`config.mk`:
```
export PLATFORM = sky130hd
export DESIGN_NAME = riscv_mem_arbiter
export DESIGN_NICKNAME = d
export VERILOG_FILES = /design/src/rtl/riscv_mem_arbiter_pkg.sv /design/src/rtl/riscv_mem_arbiter.sv
export SDC_FILE = /design/constraint.sdc
export NUM_CORES = 1
export LEC_CHECK = 0
export BUFFER_PORTS_ARGS = -buffer_cell sky130_fd_sc_hd__clkbuf_2
export CORE_AREA = 5 5 102 104
export CTS_CLUSTER_SIZE = 16
export DETAILED_ROUTE_END_ITERATION = 8
export DIE_AREA = 0 0 107 109
export SKIP_LAST_GASP = 1
export SYNTH_ARGS = -nofsm -noshare
export SYNTH_HDL_FRONTEND = slang
export SYNTH_SLANG_ARGS = --single-unit
```
`constraint.sdc`:
```
create_clock -name clk_in -period 3.8 [get_ports clk_in]
set_clock_uncertainty 0.15 [all_clocks]
set_input_delay 0 -clock clk_in [delete_from_list [all_inputs] [get_ports clk_in]]
set_output_delay 0 -clock clk_in [all_outputs]
set_load 0.02 [all_outputs]
```
`src/rtl/riscv_mem_arbiter_pkg.sv`:
```
// Shared constants for the memory arbiter: access size codes and response owner tags.
package riscv_mem_arbiter_pkg;

    // Access size codes understood by the memory interface.
    localparam logic [2:0] MASK_B  = 3'b000;
    localparam logic [2:0] MASK_H  = 3'b001;
    localparam logic [2:0] MASK_W  = 3'b010;
    localparam logic [2:0] MASK_BU = 3'b100;
    localparam logic [2:0] MASK_HU = 3'b101;

    // Owner of an in-flight read response.
    localparam logic OWNER_I = 1'b0;
    localparam logic OWNER_D = 1'b1;

    // Which requester (if any) owns the memory port this cycle.
    typedef enum logic [1:0] {
        GntNone = 2'b00,
        GntI    = 2'b01,
        GntD    = 2'b10
    } gnt_e;

endpackage

```
`src/rtl/riscv_mem_arbiter.sv`:
```
// Two-port (fetch / load-store) arbiter in front of a single pipelined memory interface.
// D has priority; I is guaranteed a grant after STARVE_LIMIT consecutive contended D grants.
// Granted reads are tagged and the returning data is steered to its owner.
module riscv_mem_arbiter
    import riscv_mem_arbiter_pkg::*;
#(
    parameter int unsigned READ_LATENCY = 2,
    parameter int unsigned STARVE_LIMIT = 4
) (
    input  logic        clk_in,
    input  logic        rst_in,

    input  logic        i_req_in,
    input  logic [31:0] i_addr_in,
    output logic        i_gnt_out,
    output logic        i_rvalid_out,
    output logic [31:0] i_rdata_out,

    input  logic        d_req_in,
    input  logic [31:0] d_addr_in,
    input  logic [31:0] d_wdata_in,
    input  logic [2:0]  d_size_in,
    input  logic        d_we_in,
    output logic        d_gnt_out,
    output logic        d_rvalid_out,
    output logic [31:0] d_rdata_out,

    output logic [31:0] mem_addr_out,
    output logic [31:0] mem_data_out,
    output logic [2:0]  mem_size_out,
    output logic        mem_we_out,
    output logic        mem_re_out,
    input  logic [31:0] mem_data_in
);

    localparam int unsigned CntW = (STARVE_LIMIT > 0) ? $clog2(STARVE_LIMIT + 1) : 1;
    localparam logic [CntW-1:0] StarveMax = CntW'(STARVE_LIMIT);

    gnt_e                  gnt_sel;
    logic [CntW-1:0]       starve_q, starve_d;
    logic [READ_LATENCY-1:0] tag_vld_q, tag_vld_d;
    logic [READ_LATENCY-1:0] tag_own_q, tag_own_d;
    logic                  rsp_vld;
    logic                  rsp_own;

    // Pick the single requester served this cycle.
    always_comb begin
        gnt_sel = GntNone;
        if (d_req_in && i_req_in) begin
            gnt_sel = (starve_q == StarveMax) ? GntI : GntD;
        end else if (d_req_in) begin
            gnt_sel = GntD;
        end else if (i_req_in) begin
            gnt_sel = GntI;
        end
    end

    assign i_gnt_out = (gnt_sel == GntI);
    assign d_gnt_out = (gnt_sel == GntD);

    // Count D grants taken while I is waiting; any I grant or idle I clears it.
    always_comb begin
        starve_d = starve_q;
        if (i_gnt_out || !i_req_in) begin
            starve_d = '0;
        end else if (d_gnt_out && (starve_q != StarveMax)) begin
            starve_d = starve_q + 1'b1;
        end
    end

    // Drive the memory interface from the granted requester.
    always_comb begin
        mem_addr_out = '0;
        mem_data_out = '0;
        mem_size_out = '0;
        mem_we_out   = 1'b0;
        mem_re_out   = 1'b0;
        unique case (gnt_sel)
            GntD: begin
                mem_addr_out = d_addr_in;
                mem_data_out = d_wdata_in;
                mem_size_out = d_size_in;
                mem_we_out   = d_we_in;
                mem_re_out   = ~d_we_in;
            end
            GntI: begin
                mem_addr_out = i_addr_in;
                mem_size_out = MASK_W;
                mem_re_out   = 1'b1;
            end
            default: ;
        endcase
    end

    // Tag pipe next state: stage 0 takes this cycle's read grant, the rest shift along.
    always_comb begin
        tag_vld_d    = tag_vld_q;
        tag_own_d    = tag_own_q;
        tag_vld_d[0] = mem_re_out;
        tag_own_d[0] = d_gnt_out ? OWNER_D : OWNER_I;
        for (int unsigned i = 1; i < READ_LATENCY; i++) begin
            tag_vld_d[i] = tag_vld_q[i-1];
            tag_own_d[i] = tag_own_q[i-1];
        end
    end

    // State registers; reset drops every in-flight tag immediately.
    always_ff @(posedge clk_in or posedge rst_in) begin
        if (rst_in) begin
            starve_q  <= '0;
            tag_vld_q <= '0;
            tag_own_q <= '0;
        end else begin
            starve_q  <= starve_d;
            tag_vld_q <= tag_vld_d;
            tag_own_q <= tag_own_d;
        end
    end

    assign rsp_vld = tag_vld_q[READ_LATENCY-1];
    assign rsp_own = tag_own_q[READ_LATENCY-1];

    // Steer returning read data to its owner; the other port sees zeros.
    always_comb begin
        i_rvalid_out = rsp_vld && (rsp_own == OWNER_I);
        d_rvalid_out = rsp_vld && (rsp_own == OWNER_D);
        i_rdata_out  = i_rvalid_out ? mem_data_in : '0;
        d_rdata_out  = d_rvalid_out ? mem_data_in : '0;
    end

endmodule

```
Yosys cells after proc, flatten, opt, wreduce, memory -nomap -nowiden. Index checks and enable logic that the tools add are counted.

Bits in registers: 7. Bits of input ports: 136. Output and inout port bits: 137.

Add/sub/neg operators: 1. Equal/unequal tests: 4. Multiplexer cells: 14. Bitwise operators: 2. Reductions and logical operators: 7.

Operator list (number): 32-bit 2-to-1 mux (3); 32-bit case mux with 2 select lines (1); 2-bit 2-to-1 mux (3); 3-bit 2-to-1 mux (2); 3-bit case mux with 2 select lines (1); 1-bit logical AND (4); 3-bit by 1-bit adder with 3-bit output (second input constant) (1); 3-bit equality test (second input constant) (1); 1-bit 2-to-1 mux (3); 3-bit inequality test (second input constant) (1); 2-bit by 1-bit equality test with 1-bit output (second input constant) (1); 2-bit equality test (second input constant) (1); 1-bit inverter (2); 1-bit case mux with 2 select lines (1); 2-bit nonzero test (1); 1-bit logical NOT (1); 1-bit logical OR (1).

Depth between registers and ports, before layout. Gate-level depths: netlist (run 1).

Depth in word-level cells: 7. Depth in mapped cells: 6. Mapped depth without buffers: 4.

Worst setup path after synthesis (run 1). Ideal clock, no wire load.

Kind: reg-to-reg. Start point: register starve_q[0]. End point: register tag_own_q[0]. Library setup time: 149 ps. Data arrival time: 1423 ps. Required time: 3501 ps. Slack: 2078 ps. Cell stages (with the launch flop): 7. Path through: dfrtp_1 > inv_1 > ha_1 > and3_1 > buf_6 > buf_12 > nor2_1.

Cells in the longest elaborated chain, start to end: 5.

Ends and longest elaborated chain: start, declared (line riscv_mem_arbiter.sv:40) `logic [CntW-1:0] starve_q, starve_d;`; start signal, assigned (line riscv_mem_arbiter.sv:114) `starve_q <= starve_d;`; 3-bit equality test (line riscv_mem_arbiter.sv:50) `gnt_sel = (starve_q == StarveMax) ? GntI : GntD;`; 2-bit 2-to-1 mux (line riscv_mem_arbiter.sv:50); 2-bit 2-to-1 mux (line riscv_mem_arbiter.sv:49) `if (d_req_in && i_req_in) begin`; 2-bit equality test (line riscv_mem_arbiter.sv:59) `assign d_gnt_out = (gnt_sel == GntD);`; named net d_gnt_out (line riscv_mem_arbiter.sv:24) `output logic d_gnt_out,`; 1-bit 2-to-1 mux (line riscv_mem_arbiter.sv:100) `tag_own_d[0] = d_gnt_out ? OWNER_D : OWNER_I;`; end signal, assigned (line riscv_mem_arbiter.sv:116) `tag_own_q <= tag_own_d;`; end, declared (line riscv_mem_arbiter.sv:42) `logic [READ_LATENCY-1:0] tag_own_q, tag_own_d;`.

The timed path passes the listed nets, and every way through them passes these cells. A chain may end at the register's enable or synchronous reset.

Worst setup path after layout (run 1).
Start point: register starve_q[0]. End point: output mem_re_out.

Cells in the longest elaborated chain, start to end: 5. Elaborated cells on any way between the ends: 6. Those cells by class: 3 x eq/ne; 3 x mux.

Ends and longest elaborated chain: 3-bit equality test (*) (line riscv_mem_arbiter.sv:50); 2-bit 2-to-1 mux (*) (line riscv_mem_arbiter.sv:50); 2-bit 2-to-1 mux (*) (line riscv_mem_arbiter.sv:49); 2-bit by 1-bit equality test with 1-bit output or 2-bit equality test (tied branches) (line riscv_mem_arbiter.sv:78) `unique case (gnt_sel)`; 1-bit case mux with 2 select lines (*) (line riscv_mem_arbiter.sv:78); end, declared (line riscv_mem_arbiter.sv:32) `output logic mem_re_out,`.

Every way passes the cells marked *; elsewhere a longest branch is shown, timed or not.

==> results of run 1 <==
[final cells by class]
cell class / instances / share of cell area (%)
Tap cell: 114 / 4.70
Sequential cell: 7 / 5.78
Timing Repair Buffer: 276 / 46.0
Multi-Input combinational cell: 213 / 41.3
Inverter: 6 / 0.743
Clock buffer: 4 / 1.49
[power by group through the flow]
stage | registers [W] | logic, W | clock network, W
after global routing | 0.0000909 | 0.000397 | 0.000109
after global placement | 0.0000891 | 0.000367 | 0
after detailed placement | 0.0000894 | 0.000369 | 0
after CTS | 0.0000884 | 0.000372 | 0.000107
after floorplan | 0.0000819 | 0.000216 | 0
final | 0.0000887 | 0.000368 | 0.000104
[sequential cells by signal, indices dropped and copies added, names as in the netlist]
signal,count
starve_q,3
tag_own_q,2
tag_vld_q,2
[per-stage QoR]
step	util (%)	std cells	area (µm²)	total power (W)	hold slack, ns
after floorplan	-	257	1620	0.000298	-0.347
after global placement	31.4	614	2970	0.000456	-0.229
after detailed placement	31.4	614	2970	0.000459	-0.224
after CTS	32.1	620	3030	0.000567	0.103
after global routing	32.1	620	3030	0.000597	0.138
final	32.1	620	3030	0.000561	0.0902
[logic make-up (layout without fill, tap and decap cells)]
family                     Yosys count  after routing
AOI/OAI and AO/OA                   38             38
adders and majority gates            2              2
buffers and inverters               37            286
DFF                                  7              7
and+or+nand+nor                    173            173
[worst reg2reg max path, stage by stage (launching register included)]
cell and delay (ns):
dfrtp_1 0.37, inv_1 0.06, ha_1 0.29, a21boi_4 0.83
o22ai_1 0.28
[synth_stat cells, types with 2 or more instances]
master and n:
ha_1 2, and2_1 33, buf_6 3, nand2_1 66, o22ai_1 24, and3_1 68, buf_2 6, inv_1 6
dfrtp_1 7, clkbuf_2 3, nor2_1 2, a211oi_1 2, clkbuf_1 17, o22ai_2 9
[cells in the final DEF (no fill, tap or decap)]
| master | instances |
|---|---|
| a21boi_4 | 1 |
| o21ai_0 | 1 |
| o22ai_1 | 24 |
| nand3_2 | 1 |
| inv_1 | 6 |
| a211oi_1 | 2 |
| nand2_1 | 66 |
| and3_1 | 68 |
| and2_1 | 33 |
| ha_1 | 2 |
| buf_4 | 2 |
| dlygate4sd3_1 | 2 |
| nor2_1 | 2 |
| nand2b_1 | 1 |
| or3b_1 | 1 |
| a21oi_1 | 1 |
| o22ai_2 | 9 |
| dfrtp_1 | 7 |
| and2b_1 | 1 |
| clkbuf_2 | 272 |
| clkbuf_1 | 1 |
| clkbuf_8 | 3 |
[layer usage]
metal | routed length [µm] | global-route usage [%]
met1 | 3360 | 14.6
met4 | 44 | 2.47
met3 | 870 | 3.55
met5 | 0 | 0
met2 | 4370 | 23.0
[final timing paths]
| kind | cells after the start | endpoint | startpoint | slack [ns] |
|---|---|---|---|---|
| max | 5 | mem_re_out | starve_q[0] | 1.35 |
| max reg2reg | 4 | tag_vld_q[0] | starve_q[0] | 1.61 |
| min reg2reg | 0 | tag_own_q[1] | tag_own_q[0] | 0.20 |
| max in group asynchronous | 3 | tag_vld_q[1] | rst_in | 3.19 |
| min | 3 | starve_q[0] | rst_in | 0.09 |
| min in group clk_in | 3 | i_rdata_out[0] | mem_data_in[0] | 0.19 |
==> run metrics, run 1 <==
outcome=finished clean; gr usage total=12.5%; Max VDD drop=92.2 µV; WP buf/inv=2; unrepaired setup endpoints after global routing=false; largest cells by area after synthesis=and3_1, nand2_1, and2_1, dfrtp_1, o22ai_1; Mapped Cells=257; Area Growth Syn to Fin=87.3%; CP startpoint kind=register; max_slew headroom=32.6%; Max-Cap Viols=0; Worst Path Arrival=2.30 ns; Mean Syn Cell Area=6.30 µm²; proportion of synthesized area in mux cells=0%; Final TNS setup=0 ns; CTS Buffer Depth=2; CTS tree=yes; clock sinks=7; Yosys top cell area share=26.3%; Synth Area in Compound Gates=18.9%; Synth Area in Simple Gates=56.8%; port bufs=272; Vias=2711; Yosys cell types=23; antenna viol nets, final=0; fmax=408 MHz; CP required=3.65 ns; Synth Cell Area=1620 µm²; GRT overflow=0; cell family with most CP delay=compound AO/OA/AOI/OAI gates; power per standard cell area=185 nW/µm²; GP Congestion=0.808; die width=107 µm; first-pass GRT wire length=12100 µm; slowest cell delay on critical path=0.83 ns; area of the multi-input gates=1250 µm²; htree depth=1; vias in the first global route=2514; Syn Nets=395; area leader, netlist=and3_1; post-CTS sizing=0; initial antenna violation count=0; WS Path Type=reg -> out; FF+latch count, synth=7; io pins=273; worst path cell trace=inv_1 -> ha_1 -> a21boi_4 -> o22ai_1 -> clkbuf_2; HP Class=in -> async; clk_lat worst skew=0.23 ns; post-synthesis sequential area ratio=10.8%; Vias/cell=4.37; endpoints failing hold=0; die area=11700 µm²; Fillers=1031; Row Count=36; CTS Buf Count=3; final setup fails=0; Die Height=109 µm; Net Sw Power=0.000259 W; Final min period=2.45 ns; largest net degree at the start of global routing=71; Final Max Slew Viols=0; synth warn=0; final WL=8650 µm; Synth Area in Adders=1.55%; Synth Area in XOR/XNOR=0%; crit end category=output port; Post-CTS Setup Bufs=0; Layout Nets=645; core area=9460 µm²; EDFF count, synth=0; largest family of logic cells by synthesized area=simple AND/OR/NAND/NOR gates; hold_buf cts=2; Primary FF master, synth=dfrtp_1; CTS root buf=clkbuf_8; number of diodes=0; sequential share of power=15.8%; routed length per instance=13.9 µm; slowest CP cell=a21boi_4; Max FO, Critical Path=35; final cycle utilization of the critical path=64.4%; Lkg Pwr=2.04 nW; final setup margin=1.35 ns; DRC=0; post-detail-place hpwl=7410 µm; Int Pwr=0.000302 W; Combinational Power Share=65.7%; Place WS=1.57 ns; worst-margin pin slew=1.01 ns; clk slew on worst S/H paths=0.04 ns; drt pass-1 iters=4; Sw Share=46.2%; layout cells sized above 1=56.9%; clock power share=18.5%; DR iter-0 viols=172; FF/Latch Area=175 µm²; Async SR Flop Fraction=100%; Initial Utilization=17.1%
(Power assumes the default switching activity.)
==> run 2: changes to the inputs <==
- CORE_AREA: 5 5 102 104 -> 5 5 103 105
- DIE_AREA: 0 0 107 109 -> 0 0 108 110
- clock period: 3.8 -> 2.4 ns (I/O delays scaled with it)
==> run 2 against run 1 <==
Critical path depth did not move. Routed wire length rose by 2.2%. Worst hold slack got worse by 0.0077 ns.
==> run metrics, run 2 (synthesized netlist as in run 1, its figures left out) <==
DRC=0; fmax=462 MHz; Die Height=110 µm; post-detail-place hpwl=7710 µm; Vias=2755; HP Class=in -> async; initial antenna violation count=0; io pins=273; final cycle utilization of the critical path=90.2%; Vias/cell=4.28; Biggest register=starve_q; CP startpoint kind=register; number of diodes=0; Post-CTS Setup Bufs=0; cell family with most CP delay=simple AND/OR/NAND/NOR gates; placed standard-cell area=3020 µm²; Max VDD drop=110 µV; clock sinks=7; final setup margin=0.234 ns; GP Congestion=0.797; post-CTS sizing=0; clk_lat worst skew=0.22 ns; layout cells sized above 1=57.3%; Min Hold Slack=0.0825 ns; drt pass-1 iters=4; max_slew headroom=48.8%; final core occ=32.3%; CTS Buffer Depth=2; core area=9550 µm²; unrepaired setup endpoints after global routing=false; slowest CP cell=nand3_2; outcome=finished clean; htree depth=1; largest net degree at the start of global routing=40; die width=108 µm; commonest non-fill, non-tap cell in the layout=clkbuf_2; DR iter-0 viols=141; Max-Cap Viols=0; CTS tree=yes; Final min period=2.17 ns; Max FO, Critical Path=35; CTS root buf=clkbuf_8; die area=11900 µm²; port bufs=272; final setup fails=0; Layout Nets=649; vias in the first global route=2562; power per standard cell area=289 nW/µm²; WP buf/inv=2; Place WS=0.532 ns; Area Growth Syn to Fin=90.6%; area of the multi-input gates=1250 µm²; gr usage total=12.9%; GRT overflow=0; antenna viol nets, final=0; Fillers=1052; routed length per instance=13.7 µm; Final TNS setup=0 ns; Initial Utilization=17.0%; max reg flops=3; final WL=8840 µm; Row Count=36; CTS Buf Count=3; first-pass GRT wire length=12400 µm; Worst Path Arrival=2.02 ns; Final Max Slew Viols=0; worst path cell trace=inv_1 -> ha_1 -> nand3_2 -> and3_1 -> clkbuf_2; clk slew on worst S/H paths=0.04 ns; Top Registers=starve_q: 3 flops, tag_own_q: 2 flops, tag_vld_q: 2 flops; slowest cell delay on critical path=0.47 ns; commonest cells after routing, fill and taps aside=clkbuf_2, and3_1, nand2_1; endpoints failing hold=0; WS Path Type=reg -> out; Lkg Pwr=2.05 nW; post-route cell area=3090 µm²; worst-margin pin slew=0.768 ns; CP required=2.25 ns; crit end category=output port; FF/Latch Area=175 µm²
run 2: final timing paths:
check / from / end / slack (ns) / cells after the start
worst max-delay path: starve_q[0] / mem_data_out[15] / 0.23 / 5
worst min-delay path: rst_in / tag_vld_q[0] / 0.08 / 3
worst max register to register: starve_q[0] / tag_vld_q[0] / 0.70 / 5
worst min register to register: tag_vld_q[0] / tag_vld_q[1] / 0.20 / 0
max in group asynchronous: rst_in / starve_q[2] / 1.81 / 3
min in group clk_in: d_addr_in[27] / mem_addr_out[27] / 0.19 / 4
run 2: cell type report:
| class | instances | area share (%) |
|---|---|---|
| timing repair buffer | 280 | 46.2 |
| multi-input combinational | 213 | 40.5 |
| inverter | 6 | 0.730 |
| sequential | 7 | 5.67 |
| tap | 133 | 5.39 |
| clock buffer | 4 | 1.46 |
run 2: report_power, final:
part | total, W | internal (W) | switching, W
clock | 0.000160 | 0.000114 | 0.0000459
sequential | 0.000127 | 0.000125 | 0.00000272
combinational | 0.000606 | 0.000243 | 0.000363
run 2: routing by layer:
layer / GRT usage [%] / part of all wire, % / vias up / routed length, µm
met1: 15.2 / 38 / 1196 / 3390
met2: 22.7 / 49 / 161 / 4340
met5: 0 / 0 / - / 0
met3: 3.26 / 11 / 10 / 943
met4: 4.78 / 1.9 / 0 / 165
li1: - / - / 1388 / -
run 2: timing repair:
item,CTS,global route
setup endpoints to repair,0,0
hold buffers,2,0
endpoints found under the hold margin,8,0
run 2: worst register-to-register path, delay by kind of cell (launching register included):
family | cells | cell delay [ns]
fa+ha+maj | 1 | 0.29
compound gates | 2 | 0.32
buf+inv | 2 | 0.43
flops | 1 | 0.37
run 2: stage by stage:
step	cells	power (W)
2_1_floorplan	257	0.000472
3_3_place_gp	637	0.000729
3_5_place_dp	637	0.000735
4_1_cts	643	0.000905
5_1_grt	643	0.000962
6_report	643	0.000893
==> run 3: changes to the inputs <==
- CORE_AREA: 5 5 103 105 -> 2 2 106 108
==> run 3 against run 2 <==
Utilization fell by 3.2 points. Sequential share of layout area fell by 0.052 points. Cell count rose by 1.2%. Cell area rose by 0.93%.
==> run metrics, run 3 (synthesized netlist as in run 1, its figures left out) <==
outcome=finished clean; Worst Path Arrival=2.01 ns; clock sinks=7; Max FO, Critical Path=35; met3 routed WL=814 µm; htree depth=1; hold_buf cts=2; final WL=8250 µm; register-to-register setup slack=0.70 ns; Vias/cell=4.20; final cycle utilization of the critical path=90.1%; unrepaired setup endpoints after global routing=false; antenna viol nets, final=0; CP startpoint kind=register; Die Height=110 µm; post-route cell area=3120 µm²; dpl cells=645; Fillers=1227; number of diodes=0; initial antenna violation count=0; GRT overflow=0; slowest cell delay on critical path=0.48 ns; max reg flops=3; CTS Buffer Depth=2; sequential share of power=14.4%; placed standard-cell area=3050 µm²; Crit Reg-Reg Startpoint=starve_q[0]; Area Growth Syn to Fin=92.4%; post-CTS sizing=0; Final Max Slew Viols=0; io pins=273; routed length per instance=12.7 µm; GP Congestion=0.733; CTS tree=yes; Post-CTS Setup Bufs=0; DR iter-0 viols=185; crit end category=output port; clk_lat worst skew=0.22 ns; total power=0.000891 W; CTS root buf=clkbuf_8; HP Class=in -> async; Final min period=2.16 ns; Initial Utilization=15.1%; DR WL met2=4050 µm; final setup fails=0; fmax=462 MHz; vias in the first global route=2335; Max-Cap Viols=0; CTS Buf Count=3; first-pass GRT wire length=11300 µm; drt pass-1 iters=4; core area=10700 µm²; clock power share=18.1%; WS Path Type=reg -> out; post-detail-place hpwl=6960 µm; die area=11900 µm²; Int Pwr=0.000486 W; Non-Filler Instances=651; commonest non-fill, non-tap cell in the layout=clkbuf_2; Vias=2731; die width=108 µm; cell family with most CP delay=simple AND/OR/NAND/NOR gates; clk slew on worst S/H paths=0.04 ns; Row Count=38; layout cells sized above 1=57.3%; port bufs=272; Layout Nets=650; max_slew headroom=62.2%; endpoints failing hold=0; met1 WL=3320 µm; reg-to-reg endpoint=tag_own_q[0]; highest metal used=met4; WP buf/inv=2; gr usage total=11.9%; slowest CP cell=nand3_2; worst-margin pin slew=0.566 ns; Net Sw Power=0.000405 W; worst path cell trace=inv_1 -> ha_1 -> nand3_2 -> and3_1 -> clkbuf_2; DRC=0; Combinational Power Share=67.6%; Final TNS setup=0 ns; Lkg Pwr=2.06 nW; commonest cells after routing, fill and taps aside=clkbuf_2, and3_1, nand2_1; Sw Share=45.5%; largest net degree at the start of global routing=71; Top Registers=starve_q: 3 flops, tag_own_q: 2 flops, tag_vld_q: 2 flops; CP required=2.25 ns; Biggest register=starve_q; R2R cell count=5; power per standard cell area=286 nW/µm²; Max VDD drop=217 µV; final core occ=29.1%
## run 3: cell types whose count changed in the layout (fill, tap and decap cells not counted)
cell,previous run,this run
buf_12,0,1
## run 3: power groups by stage
stage,Sequential [W],Combinational (W),Clock [W]
finish,0.000128,0.000602,0.000161
detailed placement,0.000130,0.000602,0
floorplan,0.000130,0.000342,0
global placement,0.000129,0.000603,0
CTS,0.000128,0.000606,0.000166
global route,0.000129,0.000654,0.000174
## run 3: worst register-to-register path: stages, from the launching register on
cell     delay (ns)
dfrtp_1        0.39
inv_1          0.07
ha_1           0.29
and3_1         0.19
buf_4          0.34
nor2_1         0.13
## run 3: final cells by class
type | instances | area, µm² | area share (%)
inverter | 6 | 22.5 | 0.723
sequential | 7 | 175 | 5.62
tap | 140 | 175 | 5.62
clock buffer | 4 | 45.0 | 1.45
timing repair buffer | 281 | 1450 | 46.4
multi-input combinational | 213 | 1250 | 40.2
## run 3: worst max-delay path by stage
stage / from / end / slack [ns] / depth (start not counted)
global placement: starve_q[0] / mem_data_out[20] / 0.56 / 5
CTS: starve_q[0] / mem_data_out[20] / 0.28 / 5
finish: starve_q[0] / mem_data_out[20] / 0.24 / 5
detailed placement: starve_q[0] / mem_data_out[20] / 0.52 / 5
global route: starve_q[0] / mem_data_out[20] / 0.14 / 5
floorplan: starve_q[0] / tag_own_q[0] / 0.68 / 6
## run 3: stage by stage
| stage | hold slack [ns] | worst slack [ns] |
|---|---|---|
| 2_1_floorplan | -0.347 | 0.678 |
| 3_3_place_gp | -0.228 | 0.555 |
| 3_5_place_dp | -0.227 | 0.522 |
| 4_1_cts | 0.139 | 0.281 |
| 5_1_grt | 0.169 | 0.137 |
| 6_report | 0.106 | 0.238 |
## run 3: routing by layer
| metal | track usage, % | vias to the layer above |
|---|---|---|
| met5 | 0 | - |
| met4 | 2.75 | 0 |
| met3 | 2.18 | 2 |
| met2 | 21.7 | 166 |
| li1 | - | 1387 |
| met1 | 14.4 | 1176 |
